## config.mk

```make
export PLATFORM = sky130hd
export DESIGN_NAME = pool2_pack_flat
export DESIGN_NICKNAME = d
export VERILOG_FILES = /design/src/rtl/pool2_pack_if.sv /design/src/rtl/pool2_pack.sv /design/src/flat_wrapper.sv
export SDC_FILE = /design/constraint.sdc
export NUM_CORES = 1
export LEC_CHECK = 0
export CORE_ASPECT_RATIO = 0.7
export CORE_MARGIN = 5
export CORE_UTILIZATION = 51
export DETAILED_ROUTE_END_ITERATION = 8
export GPL_TIMING_DRIVEN = 0
export PLACE_DENSITY = 0.8
export SLEW_MARGIN = 15
export SYNTH_ARGS = -nofsm -noshare
export SYNTH_HDL_FRONTEND = slang
export SYNTH_SLANG_ARGS = --single-unit
```

## constraint.sdc

```tcl
create_clock -name clk -period 17.7 [get_ports clk]
set_input_delay 2.655 -clock clk [delete_from_list [all_inputs] [get_ports clk]]
set_output_delay 2.655 -clock clk [all_outputs]
set_load 0.05 [all_outputs]
```

## src/rtl/pool2_pack_if.sv

```systemverilog
`default_nettype none
// ============================================================================
//  Module      : pool2_pack_if
//  Description : Control, pixel-stream and result bus between the pixel
//                source / FC stage and the pool2_pack max-pool packer.
//  Revision    : 1.0  initial release
// ============================================================================
interface pool2_pack_if #(
  parameter int DATA_SIZE = 8,
  parameter int RES_W     = 400
);
  logic                 start;
  logic                 clr;
  logic [DATA_SIZE-1:0] pix_in;
  logic                 pix_vld;
  logic                 pool_busy;
  logic                 pool_done;
  logic                 ovf_err;
  logic [RES_W-1:0]     conv2_results;

  modport master (
    output start, clr, pix_in, pix_vld,
    input  pool_busy, pool_done, ovf_err, conv2_results
  );

  modport slave (
    input  start, clr, pix_in, pix_vld,
    output pool_busy, pool_done, ovf_err, conv2_results
  );
endinterface
`default_nettype wire

```

## src/rtl/pool2_pack.sv

```systemverilog
`default_nettype none
// ============================================================================
//  Module      : pool2_pack
//  Description : 2x2 / stride-2 signed max pool over a raster stream of conv2
//                maps, packed into the FC stage's conv2_results vector.
//                Optional macro POOL_RELU_EN clamps negative pixels to zero.
//  Revision    : 1.0  initial release
// ============================================================================
module pool2_pack #(
  parameter int DATA_SIZE = 8,
  parameter int MAP_DIM   = 10,
  parameter int POOL_DIM  = 5,
  parameter int NUM_MAPS  = 2
) (
  input  logic         clk,
  input  logic         rst,
  pool2_pack_if.slave  bus
);

  localparam int c_SLOTS_PER_MAP = POOL_DIM * POOL_DIM;
  localparam int c_SLOTS         = NUM_MAPS * c_SLOTS_PER_MAP;
  localparam int c_RES_W         = c_SLOTS * DATA_SIZE;
  localparam int c_CW            = (MAP_DIM > 1) ? $clog2(MAP_DIM) : 1;
  localparam int c_MW            = (NUM_MAPS > 1) ? $clog2(NUM_MAPS) : 1;
  localparam int c_IDXW          = (c_SLOTS > 1) ? $clog2(c_SLOTS) : 1;

  typedef enum logic [2:0] {
    S_IDLE    = 3'b001,
    S_COLLECT = 3'b010,
    S_DONE    = 3'b100
  } state_t;

  state_t r_state;
  state_t w_state_nxt;

  logic [c_CW-1:0]              r_col;
  logic [c_CW-1:0]              r_row;
  logic [c_MW-1:0]              r_map;
  logic signed [DATA_SIZE-1:0]  r_hold;
  logic signed [DATA_SIZE-1:0]  r_partial [POOL_DIM];
  logic [DATA_SIZE-1:0]         r_slot    [c_SLOTS];
  logic                         r_ovf;

  logic                         w_enter;
  logic                         w_accept;
  logic                         w_last_col;
  logic                         w_last_row;
  logic                         w_last_map;
  logic                         w_frame_end;
  logic                         w_slot_wr;
  logic [c_CW-1:0]              w_pidx;
  logic [c_IDXW-1:0]            w_slot_idx;
  logic signed [DATA_SIZE-1:0]  w_pix;
  logic signed [DATA_SIZE-1:0]  w_m;
  logic signed [DATA_SIZE-1:0]  w_part_sel;
  logic signed [DATA_SIZE-1:0]  w_pool;

  // ---------------------------------------------------------------- FSM
  always_ff @(posedge clk or posedge rst) begin
    if (rst) begin
      r_state <= S_IDLE;
    end else begin
      r_state <= w_state_nxt;
    end
  end

  always_comb begin
    w_state_nxt = r_state;
    case (r_state)
      S_IDLE:    if (bus.start)  w_state_nxt = S_COLLECT;
      S_COLLECT: if (w_frame_end) w_state_nxt = S_DONE;
      // clr has priority over a coincident start, which is simply dropped
      S_DONE:    if (bus.clr)    w_state_nxt = S_IDLE;
      default:                   w_state_nxt = S_IDLE;
    endcase
  end

  assign w_enter     = (r_state == S_IDLE) && bus.start;
  assign w_accept    = (r_state == S_COLLECT) && bus.pix_vld;
  assign w_last_col  = (r_col == c_CW'(MAP_DIM - 1));
  assign w_last_row  = (r_row == c_CW'(MAP_DIM - 1));
  assign w_last_map  = (r_map == c_MW'(NUM_MAPS - 1));
  assign w_frame_end = w_accept && w_last_col && w_last_row && w_last_map;

  // ---------------------------------------------------------------- raster counters
  always_ff @(posedge clk or posedge rst) begin
    if (rst) begin
      r_col <= '0;
      r_row <= '0;
      r_map <= '0;
    end else if (w_enter) begin
      r_col <= '0;
      r_row <= '0;
      r_map <= '0;
    end else if (w_accept) begin
      if (w_last_col) begin
        r_col <= '0;
        if (w_last_row) begin
          r_row <= '0;
          r_map <= w_last_map ? '0 : r_map + 1'b1;
        end else begin
          r_row <= r_row + 1'b1;
        end
      end else begin
        r_col <= r_col + 1'b1;
      end
    end
  end

  // ---------------------------------------------------------------- pixel conditioning
`ifdef POOL_RELU_EN
  assign w_pix = bus.pix_in[DATA_SIZE-1] ? '0 : $signed(bus.pix_in);
`else
  assign w_pix = $signed(bus.pix_in);
`endif

  // ---------------------------------------------------------------- horizontal max
  always_ff @(posedge clk or posedge rst) begin
    if (rst) begin
      r_hold <= '0;
    end else if (w_enter) begin
      r_hold <= '0;
    end else if (w_accept && !r_col[0]) begin
      r_hold <= w_pix;
    end
  end

  assign w_m    = (r_hold > w_pix) ? r_hold : w_pix;
  assign w_pidx = r_col >> 1;

  // ---------------------------------------------------------------- vertical max partials
  generate
    for (genvar p = 0; p < POOL_DIM; p++) begin : g_part
      always_ff @(posedge clk or posedge rst) begin
        if (rst) begin
          r_partial[p] <= '0;
        end else if (w_enter) begin
          r_partial[p] <= '0;
        end else if (w_accept && !r_row[0] && r_col[0] && (w_pidx == c_CW'(p))) begin
          r_partial[p] <= w_m;
        end
      end
    end
  endgenerate

  always_comb begin
    w_part_sel = '0;
    for (int p = 0; p < POOL_DIM; p++) begin
      if (w_pidx == c_CW'(p)) w_part_sel = r_partial[p];
    end
  end

  assign w_pool    = (w_part_sel > w_m) ? w_part_sel : w_m;
  assign w_slot_wr = w_accept && r_row[0] && r_col[0];

  always_comb begin
    w_slot_idx = c_IDXW'(int'(r_map) * c_SLOTS_PER_MAP
                        + int'(r_row >> 1) * POOL_DIM
                        + int'(r_col >> 1));
  end

  // ---------------------------------------------------------------- result slots
  generate
    for (genvar k = 0; k < c_SLOTS; k++) begin : g_slot
      always_ff @(posedge clk or posedge rst) begin
        if (rst) begin
          r_slot[k] <= '0;
        end else if (w_enter) begin
          r_slot[k] <= '0;
        end else if (w_slot_wr && (w_slot_idx == c_IDXW'(k))) begin
          r_slot[k] <= w_pool;
        end
      end
    end
  endgenerate

  // Slot 0 of map 0 sits at the MSB end, matching the FC loader row order
  generate
    for (genvar k = 0; k < c_SLOTS; k++) begin : g_pack
      assign bus.conv2_results[c_RES_W-1-DATA_SIZE*k -: DATA_SIZE] = r_slot[k];
    end
  endgenerate

  // ---------------------------------------------------------------- overflow flag
  always_ff @(posedge clk or posedge rst) begin
    if (rst) begin
      r_ovf <= 1'b0;
    end else if (bus.pix_vld && (r_state != S_COLLECT)) begin
      r_ovf <= 1'b1;
    end
  end

  assign bus.pool_busy = (r_state == S_COLLECT);
  assign bus.pool_done = (r_state == S_DONE);
  assign bus.ovf_err   = r_ovf;

endmodule
`default_nettype wire

```

## src/flat_wrapper.sv

```systemverilog
// flat-port wrapper written by rule: the top's interface ports become plain ports
module pool2_pack_flat 
#(
  parameter int DATA_SIZE = 8,
  parameter int MAP_DIM   = 10,
  parameter int POOL_DIM  = 5,
  parameter int NUM_MAPS  = 2
)
  (clk, rst, bus_start, bus_clr, bus_pix_in, bus_pix_vld, bus_pool_busy, bus_pool_done, bus_ovf_err, bus_conv2_results);
  pool2_pack_if #(.DATA_SIZE(DATA_SIZE), .RES_W((400))) bus_i ();
  input  logic clk;
  input  logic rst;
  input wire logic [$bits(bus_i.start)-1:0] bus_start;
  input wire logic [$bits(bus_i.clr)-1:0] bus_clr;
  input wire logic [$bits(bus_i.pix_in)-1:0] bus_pix_in;
  input wire logic [$bits(bus_i.pix_vld)-1:0] bus_pix_vld;
  output wire logic [$bits(bus_i.pool_busy)-1:0] bus_pool_busy;
  output wire logic [$bits(bus_i.pool_done)-1:0] bus_pool_done;
  output wire logic [$bits(bus_i.ovf_err)-1:0] bus_ovf_err;
  output wire logic [$bits(bus_i.conv2_results)-1:0] bus_conv2_results;
  assign bus_i.start = bus_start;
  assign bus_i.clr = bus_clr;
  assign bus_i.pix_in = bus_pix_in;
  assign bus_i.pix_vld = bus_pix_vld;
  assign bus_pool_busy = bus_i.pool_busy;
  assign bus_pool_done = bus_i.pool_done;
  assign bus_ovf_err = bus_i.ovf_err;
  assign bus_conv2_results = bus_i.conv2_results;
  pool2_pack #(.DATA_SIZE(DATA_SIZE), .MAP_DIM(MAP_DIM), .POOL_DIM(POOL_DIM), .NUM_MAPS(NUM_MAPS)) u_core (.clk(clk), .rst(rst), .bus(bus_i));
endmodule
```

==> metrics.md, run 1 <==
| Metric | Value |
|---|---|
| Clock tree buffer depth | `3` |
| Crit-path max FO | `10` |
| Total Wirelength | `67.3 mm` |
| Post-synthesis compound-gate area fraction | `0.174` |
| CP endpoint kind | `flop` |
| Commonest cells after routing, fill and taps aside | `460 x dfrtp_1, 415 x clkdlybuf4s50_1, 410 x nand3_1` |
| Hold Path Class | `flop to flop` |
| Syn_nets | `1847` |
| Worst endpoint data arrival time | `7.95 ns` |
| Routability congestion estimate from global placement | `0.897` |
| Core Area | `38200 um2` |
| Clock Pin Slew Worst Setup and Hold Paths | `0.06 ns` |
| Synth Area in Adders | `0.0206` |
| Max VDD drop | `0.116 mV` |
| Clk root buf | `clkbuf_16` |
| Initial antenna violation count | `0` |
| Hold bufs inserted after CTS | `0` |
| Tcrit/Tclk final | `0.426` |
| Post-CTS setup buffer count | `0` |
| NumNets Final | `2314` |
| DP HPWL | `48.2 mm` |
| Synth warnings | `0` |
| Max Cap Viol | `0` |
| CTS tree | `built` |
| I/O pin count | `416` |
| Fraction of registers with async set/reset | `1.00` |
| Number of global-route vias before repair | `16600` |
| # resized after CTS | `0` |
| Primary FF master, synth | `dfrtp_1` |
| RSZ-0062 raised after global routing | `false` |
| Die area | `42600 um2` |
| Clock skew | `0.0162 ns` |
| Commonest non-fill, non-tap cell in the layout | `dfrtp_1` |
| Synth unique cells | `51` |
| Post-synth EDFFs | `0` |
| Seq cells post-synth | `461` |
| WS Path Type | `primary input to flop` |
| Routed wire per std cell | `24.1 um` |
| Status | `finished, final reports clean` |
| Die Wd | `245 um` |
| Placed Instances | `2720` |
| Via density | `5.97` |
| Overflow after GRT | `0` |
| Share of layout cells above drive strength 1 | `0.154` |
| Starting Density | `0.514` |
| Slew @ Worst Pin | `1.22 ns` |
| Leakage power | `11.0 nW` |
| Max-slew violations | `0` |
| Mapped cell area | `19700 um2` |
| Largest net degree at the start of global routing | `118` |
| Mean post-synth cell area | `10.9 um2` |
| WHS Path Cells | `1` |
| I/O Buffers | `415` |
| Sink Count | `461` |
| Drt drc | `0` |
| Fin crit period | `7.54 ns` |
| Final Core Density | `0.682` |
| Layout Cells excl Fill | `2798` |
| Seq/Total Area, Yosys | `0.587` |
| Slew headroom | `0.185` |
| Simple-gate portion of the synthesized area | `0.151` |
| Vias | `16700` |
| Hold Fails Final Rpt | `0` |
| R2R cell count | `18` |
| Peak Freq | `133 MHz` |
| Die Ht | `174 um` |
| Rows | `60` |
| DRT iter0 DRCs | `1498` |
| CTS Buf Count | `45` |
| Antenna cells | `0` |
| Clock Latency Late Sink | `0.56 ns` |
| Total GRT Usage | `0.307` |
| Antenna-violating nets left | `0` |
| Setup-failing EPs final | `0` |
| Power density cells | `119 nW/um2` |
| Cells after Synth | `1804` |
| Fill count | `2823` |
| Post-synthesis mux area share | `0.0181` |
| H-tree Lvls | `2` |
| Area growth syn-to-layout | `32.5%` |
| Type of origin of the critical path | `primary input` |
| Synth Area in XOR/XNOR | `0.00267` |
| First-pass GRT wire length | `102 mm` |
| Detailed Routing Iterations Pass 1 | `5` |
| Largest family of logic cells by synthesized area | `compound AO/OA/AOI/OAI gates` |
| Worst Path Required | `18.10 ns` |
==> routing by layer <==
metal / GRT usage / wire (um)
met1: 0.417 / 27500
met2: 0.479 / 31000
met3: 0.102 / 6890
met4: 0.0895 / 1950
met5: 0 / 0
==> synthesized netlist by cell type, types with 3 or more instances <==
cell	n	area share
inv_1	20	0.0038
a211oi_1	33	0.013
or3_1	4	0.0013
nor3_1	9	0.0023
nor3b_2	3	0.0019
nor2b_1	4	0.0013
nand3_1	410	0.10
a22o_1	6	0.0027
mux2_4	7	0.0053
dfrtp_1	460	0.59
a21oi_1	22	0.0056
nand2_1	88	0.017
fa_1	4	0.0041
mux4_2	7	0.0080
clkbuf_1	117	0.022
mux2i_1	8	0.0041
o21ai_1	83	0.021
buf_6	33	0.019
a21o_1	5	0.0019
o21ai_2	217	0.097
nor2_1	85	0.016
nand4_1	3	0.00095
clkbuf_2	5	0.0013
xnor2_1	3	0.0013
ha_1	26	0.017
o21ai_0	110	0.028
xor2_1	3	0.0013
==> stage by stage <==
| step | power, mW | hold slack, ns | instance area [um2] | TNS [ns] | setup WS, ns |
|---|---|---|---|---|---|
| floorplan | 1.75 | 0.475 | 19700 | 0 | 2.19 |
| global route | 3.20 | 0.514 | 26000 | 0 | 9.82 |
| global placement | 2.12 | 0.459 | 24400 | -1128.02 | -2.49 |
| CTS | 3.10 | 0.480 | 26000 | 0 | 10.13 |
| finish | 3.10 | 0.479 | 26000 | 0 | 10.16 |
| detailed placement | 2.14 | 0.463 | 24600 | 0 | 9.56 |
==> final cells by class <==
class / count / area, um2 / area share
buffer: 156 / 841 / 0.0323
clock buffer: 64 / 1320 / 0.0507
clock inverter: 14 / 151 / 0.00581
inverter: 21 / 86.3 / 0.00332
multi-input combinational: 1166 / 7210 / 0.277
sequential: 461 / 11500 / 0.443
tap: 496 / 621 / 0.0238
timing repair buffer: 420 / 4280 / 0.164
==> flip-flops by register name, summed over array words and instances (netlist names) <==
name	cells
u_core.bus.ovf_err	1
u_core.r_row	4
u_core.r_map	1
u_core.r_hold	8
u_core.bus.conv2_results	400
u_core.r_state	3
u_core.r_col	4
u_core.r_partial	40
==> critical path: stages <==
cell and delay, ns:
clkdlybuf4s50_1 0.52, inv_1 0.06, ha_1 0.30, nor2b_1 0.13
o211ai_1 0.15, a211oi_1 0.10, and2b_4 0.27, buf_6 0.16
mux2i_1 0.71, ha_1 0.37, a21o_1 0.17, a2111oi_2 0.38
a21o_1 0.19, nor3_1 0.06, o211a_1 0.12, a221o_1 0.27
buf_6 0.15, mux2i_2 0.59, clkbuf_2 0.42, o21ai_0 0.15
==> report_power, final <==
part | internal (mW) | switching, mW
sequential | 1.07 | 0.0123
clock | 0.562 | 0.412
combinational | 0.248 | 0.798
==> final timing paths <==
path	to	slack (ns)	startpoint
setup / recovery	u_core.bus.conv2_results[112]	10.16	bus_pix_in[1]
min in group asynchronous	u_core.bus.conv2_results[96]	2.52	rst
max in group asynchronous	u_core.bus.conv2_results[254]	13.77	rst
setup reg to reg	u_core.bus.conv2_results[112]	12.42	u_core.r_hold[7]
hold reg to reg	u_core.bus.ovf_err	0.48	u_core.bus.ovf_err
hold / removal	u_core.bus.ovf_err	0.48	u_core.bus.ovf_err
==> logic make-up after synthesis <==
logic type      count (synthesis)
compound gates                487
flops                         461
simple gates                  620
xor+xnor                        6
fa+ha+maj                      30
mux                            23
buf+inv                       177
(Power assumes the default switching activity.)
==> run 2, diff against run 1 <==
CORE_UTILIZATION = 46   (was 51)
PLACE_DENSITY = 0.76   (was 0.8)
clock period = 6.3 ns   (was 17.7 ns; I/O delays follow)
==> run 2 against run 1 <==
Compared with the run above: sequential share of layout area decreased by 0.61 points; sequential cell count unchanged; first-iteration DRC count decreased by 17%; clock skew increased by 0.017 ns; clock-buffer cell count decreased by 2; die area increased by 10%; combinational power increased to 2.8 times the previous value; cell count increased by 2.5%; core utilization decreased by 5.6 points; global-route usage decreased by 2.3 points; critical path type unchanged; critical endpoint is now u_core.bus.conv2_results[296].
==> metrics.md, run 2 (same netlist as run 1, synthesis figures left out) <==
| Metric | Value |
|---|---|
| Max reg flops | `400 (unchanged)` |
| Worst endpoint data arrival time | `6.49 ns (-1.46 ns)` |
| Placed cell area | `24900 um2 (+1.2%)` |
| Status | `finished, final reports clean` |
| Rows | `63 (+5.0%)` |
| Routed wire per std cell | `24.0 um (-0.40%)` |
| Total Wirelength | `68.7 mm (+2.1%)` |
| Largest net degree at the start of global routing | `38 (-68%)` |
| Met2 Wirelength | `31.6 mm (+2.2%)` |
| CP Depth | `20 (unchanged)` |
| CTS Buf Count | `44 (-2.2%)` |
| Detailed Routing Iterations Pass 1 | `6 (+1)` |
| Area growth syn-to-layout | `34.4%` |
| Total GRT Usage | `0.284 (-0.0229)` |
| RR Startpoint | `u_core.r_hold[5]` |
| Type of origin of the critical path | `primary input` |
| Slowest cell on crit path | `mux2i_2` |
| Overflow after GRT | `0 (unchanged)` |
| Finished Cell Area | `26400 um2 (+1.4%)` |
| Antenna cells | `0 (unchanged)` |
| Worst Setup SP | `bus_pix_in[7]` |
| Die Ht | `183 um (+5.0%)` |
| Worst Setup EP | `u_core.bus.conv2_results[296]` |
| Sink Count | `461 (unchanged)` |
| CP endpoint kind | `flop` |
| Via density | `5.79 (-3.0%)` |
| Clk root buf | `clkbuf_16` |
| First-pass GRT wire length | `104 mm (+1.8%)` |
| DP HPWL | `50.2 mm (+4.1%)` |
| Drt drc | `0 (unchanged)` |
| Die Wd | `257 um (+5.1%)` |
| Commonest non-fill, non-tap cell in the layout | `dfrtp_1` |
| # resized after CTS | `0 (unchanged)` |
| Top routing layer in use | `met4` |
| Total power | `8.79 mW (+180%)` |
| Starting Density | `0.465 (-0.0492)` |
| Clock Power Share | `0.320 (+0.006)` |
| H-tree Lvls | `2 (unchanged)` |
| Antenna-violating nets left | `0 (unchanged)` |
| Core Area | `42300 um2 (+11%)` |
| DRT iter0 DRCs | `1247 (-17%)` |
| Slew @ Worst Pin | `1.20 ns (-0.0272 ns)` |
| Tcrit/Tclk final | `0.967` |
| Leakage power | `11.2 nW (+1.1%)` |
| Worst-path cell chain | `clkdlybuf4s50_1, inv_1, ha_1, nand4_1, nor2_1, a311o_1, and2b_4, buf_6, mux2i_1, ha_1, a21o_1, a2111oi_2, a21o_1, nor3_1, o211a_1, a221o_1, buf_6, mux2i_2, clkbuf_2, o21ai_0` |
| RSZ-0062 raised after global routing | `false` |
| Max VDD drop | `0.272 mV (+130%)` |
| DR WL met3 | `5.79 mm (-16%)` |
| Number of global-route vias before repair | `16400 (-1.2%)` |
| R2r setup slk | `0.77 ns (-11.65 ns)` |
| Crit-path max FO | `10 (unchanged)` |
| WS Path Type | `primary input to flop` |
| Clock Pin Slew Worst Setup and Hold Paths | `0.07 ns (about the same)` |
| Hold bufs inserted after CTS | `0 (unchanged)` |
| Die area | `47000 um2 (+10%)` |
| Routability congestion estimate from global placement | `0.899 (+0.16%)` |
| Fill count | `3329 (+18%)` |
| Hold Fails Final Rpt | `0 (unchanged)` |
| Peak Freq | `164 MHz` |
| Crit path max-delay family | `compound AO/OA/AOI/OAI gates` |
| Clock skew | `0.0328 ns (+0.0166 ns)` |
| Hold Path Class | `flop to flop` |
| NumNets Final | `2325 (+0.48%)` |
| Sequential power share | `0.345 (-0.003)` |
| Worst Path Required | `6.70 ns (-11.40 ns)` |
| Net Switching | `3.44 mW (+180%)` |
| R2R cell count | `18 (unchanged)` |
| Vias | `16600 (-0.60%)` |
| Clock Latency Late Sink | `0.57 ns (about the same)` |
| Initial antenna violation count | `1 (+1)` |
| Share of layout cells above drive strength 1 | `0.161 (+0.00727)` |
| Post-CTS setup buffer count | `0 (unchanged)` |
| Internal | `5.34 mW (+180%)` |
| I/O pin count | `416 (unchanged)` |
| Clock tree buffer depth | `3 (unchanged)` |
| Combinational Power Share | `0.335 (-0.003)` |
| Max Cap Viol | `0 (unchanged)` |
| Max-slew violations | `0 (unchanged)` |
| Slew headroom | `0.203 (+0.0182)` |
| Routed length on met1 | `29.0 mm (+5.5%)` |
| I/O Buffers | `415 (unchanged)` |
| Fin crit period | `6.09 ns` |
| Switch share | `0.392 (-0.00246)` |
| Power density cells | `333 nW/um2 (+180%)` |
| Total negative setup slack | `0 ns (unchanged)` |
| Commonest cells after routing, fill and taps aside | `460 x dfrtp_1, 415 x clkdlybuf4s50_1, 410 x nand3_1` |
| Reg2reg end | `u_core.bus.conv2_results[296]` |
| Setup-failing EPs final | `0 (unchanged)` |
| Layout Cells excl Fill | `2868 (+2.5%)` |
| Crit path buffers/inverters | `5 (unchanged)` |
| CP max stage delay | `0.72 ns (about the same)` |
| Placed Instances | `2788 (+2.5%)` |
| CTS tree | `built` |
==> run 2: layout make-up <==
class                           count  area (um2)  share of cell area
Buffer                            156         841              0.0318
Clock buffer                       62        1320              0.0500
Clock inverter                     18         218             0.00824
Inverter                           21        82.6             0.00313
Multi-Input combinational cell   1166        7210               0.273
Sequential cell                   461       11500               0.437
Tap cell                          552         691              0.0262
Timing Repair Buffer              432        4510               0.171
==> run 2: worst min path at each step <==
| stage | start | to | slack, ns | cells past startpoint |
|---|---|---|---|---|
| global route | u_core.bus.conv2_results[252] | u_core.bus.conv2_results[252] | 0.52 | 2 |
| floorplan | u_core.r_partial[26] | u_core.r_partial[26] | 0.48 | 2 |
| global placement | u_core.bus.ovf_err | u_core.bus.ovf_err | 0.47 | 1 |
| finish | u_core.bus.conv2_results[59] | u_core.bus.conv2_results[59] | 0.50 | 2 |
| CTS | u_core.bus.conv2_results[171] | u_core.bus.conv2_results[171] | 0.50 | 2 |
| detailed placement | u_core.bus.ovf_err | u_core.bus.ovf_err | 0.49 | 1 |
==> run 2: power by group through the flow <==
stage                     registers (mW)  logic (mW)  clock network [mW]
after floorplan                     3.08        1.85                   0
after global placement              3.09        2.88                   0
after detailed placement            3.09        2.93                   0
after CTS                           3.03        2.94                2.84
after global routing                3.03        3.11                2.96
final                               3.03        2.94                2.81
==> run 2: per-stage QoR <==
stage | util | hold slack, ns | setup WS (ns)
finish | 0.625 | 0.503 | 0.210
global route | 0.625 | 0.525 | 0.0144
CTS | 0.625 | 0.504 | 0.330
detailed placement | 0.589 | 0.489 | -0.211
global placement | 0.580 | 0.465 | -3.59
floorplan | - | 0.475 | -0.883
==> run 2: per-layer routing <==
| layer | vias to the layer above | global-route usage |
|---|---|---|
| li1 | 7416 | - |
| met1 | 8397 | 0.385 |
| met2 | 686 | 0.455 |
| met3 | 103 | 0.0761 |
| met4 | 0 | 0.0880 |
| met5 | - | 0 |
==> run 2: tightest hold or removal path: cells and delay by family, from the launching register on <==
kind / cells / cell delay, ns
compound gates: 1 / 0.07
flops: 1 / 0.34
simple gates: 1 / 0.06
==> run 3, diff against run 2 <==
GPL_TIMING_DRIVEN = default   (was 0)
==> run 3 against run 2 <==
Compared with the run above: sequential share of layout area increased by 1.6 points; first-iteration DRC count decreased by 12%; design area decreased by 3.5%; clock-buffer cell count increased by 3; global-route usage decreased by 3.6 points; setup slack improved by 0.85 ns; core utilization decreased by 2.2 points; critical path type unchanged; largest cell class unchanged.
==> metrics.md, run 3 (same netlist as run 1, synthesis figures left out) <==
| Metric | Value |
|---|---|
| Clock tree buffer depth | `3 (unchanged)` |
| Die area | `47000 um2 (unchanged)` |
| Slew @ Worst Pin | `1.19 ns (-0.00811 ns)` |
| Total Wirelength | `59.6 mm (-13%)` |
| WHS Path Cells | `1 (-1)` |
| Antenna cells | `0 (unchanged)` |
| Largest net degree at the start of global routing | `194 (+410%)` |
| I/O pin count | `416 (unchanged)` |
| Commonest cells after routing, fill and taps aside | `460 x dfrtp_1, 415 x clkdlybuf4s50_1, 410 x nand3_1` |
| Status | `finished, final reports clean` |
| Core Area | `42300 um2 (unchanged)` |
| Sink Count | `461 (unchanged)` |
| Worst Hold Path EP | `u_core.bus.ovf_err` |
| Drt drc | `0 (unchanged)` |
| Clock skew | `0.0172 ns (-0.0156 ns)` |
| Slew headroom | `0.208 (+0.00541)` |
| Clock Latency Late Sink | `0.57 ns (about the same)` |
| R2r setup slk | `1.31 ns (+0.54 ns)` |
| Commonest non-fill, non-tap cell in the layout | `dfrtp_1` |
| Tcrit/Tclk final | `0.832 (-0.135)` |
| Rows | `63 (unchanged)` |
| DP HPWL | `39.3 mm (-22%)` |
| Placed cell area | `24100 um2 (-3.3%)` |
| Die Wd | `257 um (unchanged)` |
| RR Startpoint | `u_core.r_col[3]` |
| Via density | `5.65 (-2.4%)` |
| Routability congestion estimate from global placement | `0.862 (-4.1%)` |
| Hold Fails Final Rpt | `0 (unchanged)` |
| Clk root buf | `clkbuf_16` |
| Fin crit period | `5.24 ns (-0.848 ns)` |
| Worst Path Required | `6.70 ns (about the same)` |
| First-pass GRT wire length | `93.0 mm (-10%)` |
| Max VDD drop | `0.327 mV (+20%)` |
| # resized after CTS | `0 (unchanged)` |
| Number of global-route vias before repair | `15400 (-6.4%)` |
| Finished Cell Area | `25500 um2 (-3.5%)` |
| Met2 Track Usage GR | `0.393 (-0.0620)` |
| Layout Cells excl Fill | `2719 (-5.2%)` |
| NumNets Final | `2181 (-6.2%)` |
| I/O Buffers | `415 (unchanged)` |
| Power density cells | `318 nW/um2 (-4.5%)` |
| CTS Buf Count | `46 (+4.5%)` |
| Overflow after GRT | `0 (unchanged)` |
| Hold Startpoint | `u_core.bus.ovf_err` |
| Fill count | `3410 (+2.4%)` |
| Peak Freq | `191 MHz (+16%)` |
| Die Ht | `183 um (unchanged)` |
| Max Cap Viol | `0 (unchanged)` |
| WS Path Type | `primary input to flop` |
| Routed wire per std cell | `21.9 um (-8.5%)` |
| Starting Density | `0.465 (unchanged)` |
| Dpl ws | `0.517 ns (+0.728 ns)` |
| Crit-path max FO | `50 (+40)` |
| CP endpoint kind | `flop` |
| Met1 GRT Util | `0.337 (-0.0483)` |
| Max-slew violations | `0 (unchanged)` |
| Leakage power | `10.8 nW (-3.4%)` |
| Hold bufs inserted after CTS | `0 (unchanged)` |
| Detailed Routing Iterations Pass 1 | `5 (-1)` |
| CTS tree | `built` |
| Setup-failing EPs final | `0 (unchanged)` |
| Placed Instances | `2642 (-5.2%)` |
| Reg2reg end | `u_core.bus.conv2_results[78]` |
| Final Worst Setup Slack | `1.06 ns (+0.848 ns)` |
| Gr busiest metal | `met2` |
| RSZ-0062 raised after global routing | `false` |
| Hold Path Class | `flop to flop` |
| Share of layout cells above drive strength 1 | `0.157 (-0.00412)` |
| Total GRT Usage | `0.248 (-0.0361)` |
| H-tree Lvls | `2 (unchanged)` |
| Global-route track usage on met3 | `0.0776 (+0.00151)` |
| Vias | `15400 (-7.5%)` |
| Max reg flops | `400 (unchanged)` |
| Initial antenna violation count | `0 (-1)` |
| Area growth syn-to-layout | `29.7%` |
| Type of origin of the critical path | `primary input` |
| Clock Pin Slew Worst Setup and Hold Paths | `0.06 ns (about the same)` |
| R2R cell count | `11 (-7)` |
| Worst endpoint data arrival time | `5.64 ns (-0.85 ns)` |
| Post-CTS setup buffer count | `0 (unchanged)` |
| DRT iter0 DRCs | `1103 (-12%)` |
| Final Core Density | `0.603 (-0.0218)` |
| Antenna-violating nets left | `0 (unchanged)` |
[run 3: cell types whose count changed in the layout (fill, tap and decap cells not counted), moves of 2 or more]
cell	delta
buf_16	-3
buf_4	+16
buf_6	-33
buf_8	-2
bufinv_16	-4
clkbuf_1	-113
clkbuf_2	-5
clkbuf_8	-2
clkinv_2	-2
[run 3: worst max-delay path by stage]
stage | depth (start not counted) | endpoint | start
detailed placement | 16 | u_core.bus.conv2_results[364] | bus_pix_in[1]
CTS | 16 | u_core.bus.conv2_results[364] | bus_pix_in[1]
floorplan | 1 | u_core.bus.conv2_results[0] | rst
global route | 16 | u_core.bus.conv2_results[364] | bus_pix_in[1]
global placement | 16 | u_core.bus.conv2_results[188] | bus_pix_in[1]
finish | 16 | u_core.bus.conv2_results[78] | bus_pix_in[1]
[run 3: final cells by class]
cell class	instances	area (um2)	area share
Clock inverter	12	95.1	0.00373
Sequential cell	461	11500	0.453
Timing Repair Buffer	442	4490	0.176
Multi-Input combinational cell	1166	7250	0.285
Inverter	21	82.6	0.00324
Clock buffer	65	1330	0.0523
Tap cell	552	691	0.0271
[run 3: routing by layer]
layer	part of all wire	up-vias
li1	-	7110
met1	0.43	7661
met2	0.46	497
met3	0.087	95
met4	0.027	0
met5	0	-
[run 3: per-stage QoR]
| stage | setup TNS, ns | hold WS (ns) | total power [mW] |
|---|---|---|---|
| after floorplan | -406.26 | 0.475 | 4.93 |
| after global placement | 0 | 0.480 | 5.51 |
| after detailed placement | 0 | 0.470 | 5.55 |
| after CTS | 0 | 0.491 | 8.19 |
| after global routing | 0 | 0.500 | 8.46 |
| final | 0 | 0.496 | 8.10 |
[run 3: report_power, final]
group / switching (mW) / total [mW] / internal (mW)
registers: 0.0420 / 3.04 / 3.00
clock network: 1.16 / 2.64 / 1.48
logic: 1.91 / 2.42 / 0.504
total: 3.12 / 8.10 / 4.98
[run 3: critical path, cell delays in order]
cell and delay [ns]:
clkdlybuf4s50_1 0.51, inv_1 0.06, ha_1 0.30, nor2b_1 0.14, o211ai_1 0.17, a211oi_1 0.10
and2b_4 0.37, mux2i_1 0.27, ha_1 0.28, a21o_1 0.18, a2111oi_2 0.41, a21o_1 0.20
nor2_1 0.08, a221o_1 0.44, mux2_4 0.84, o21ai_2 0.13
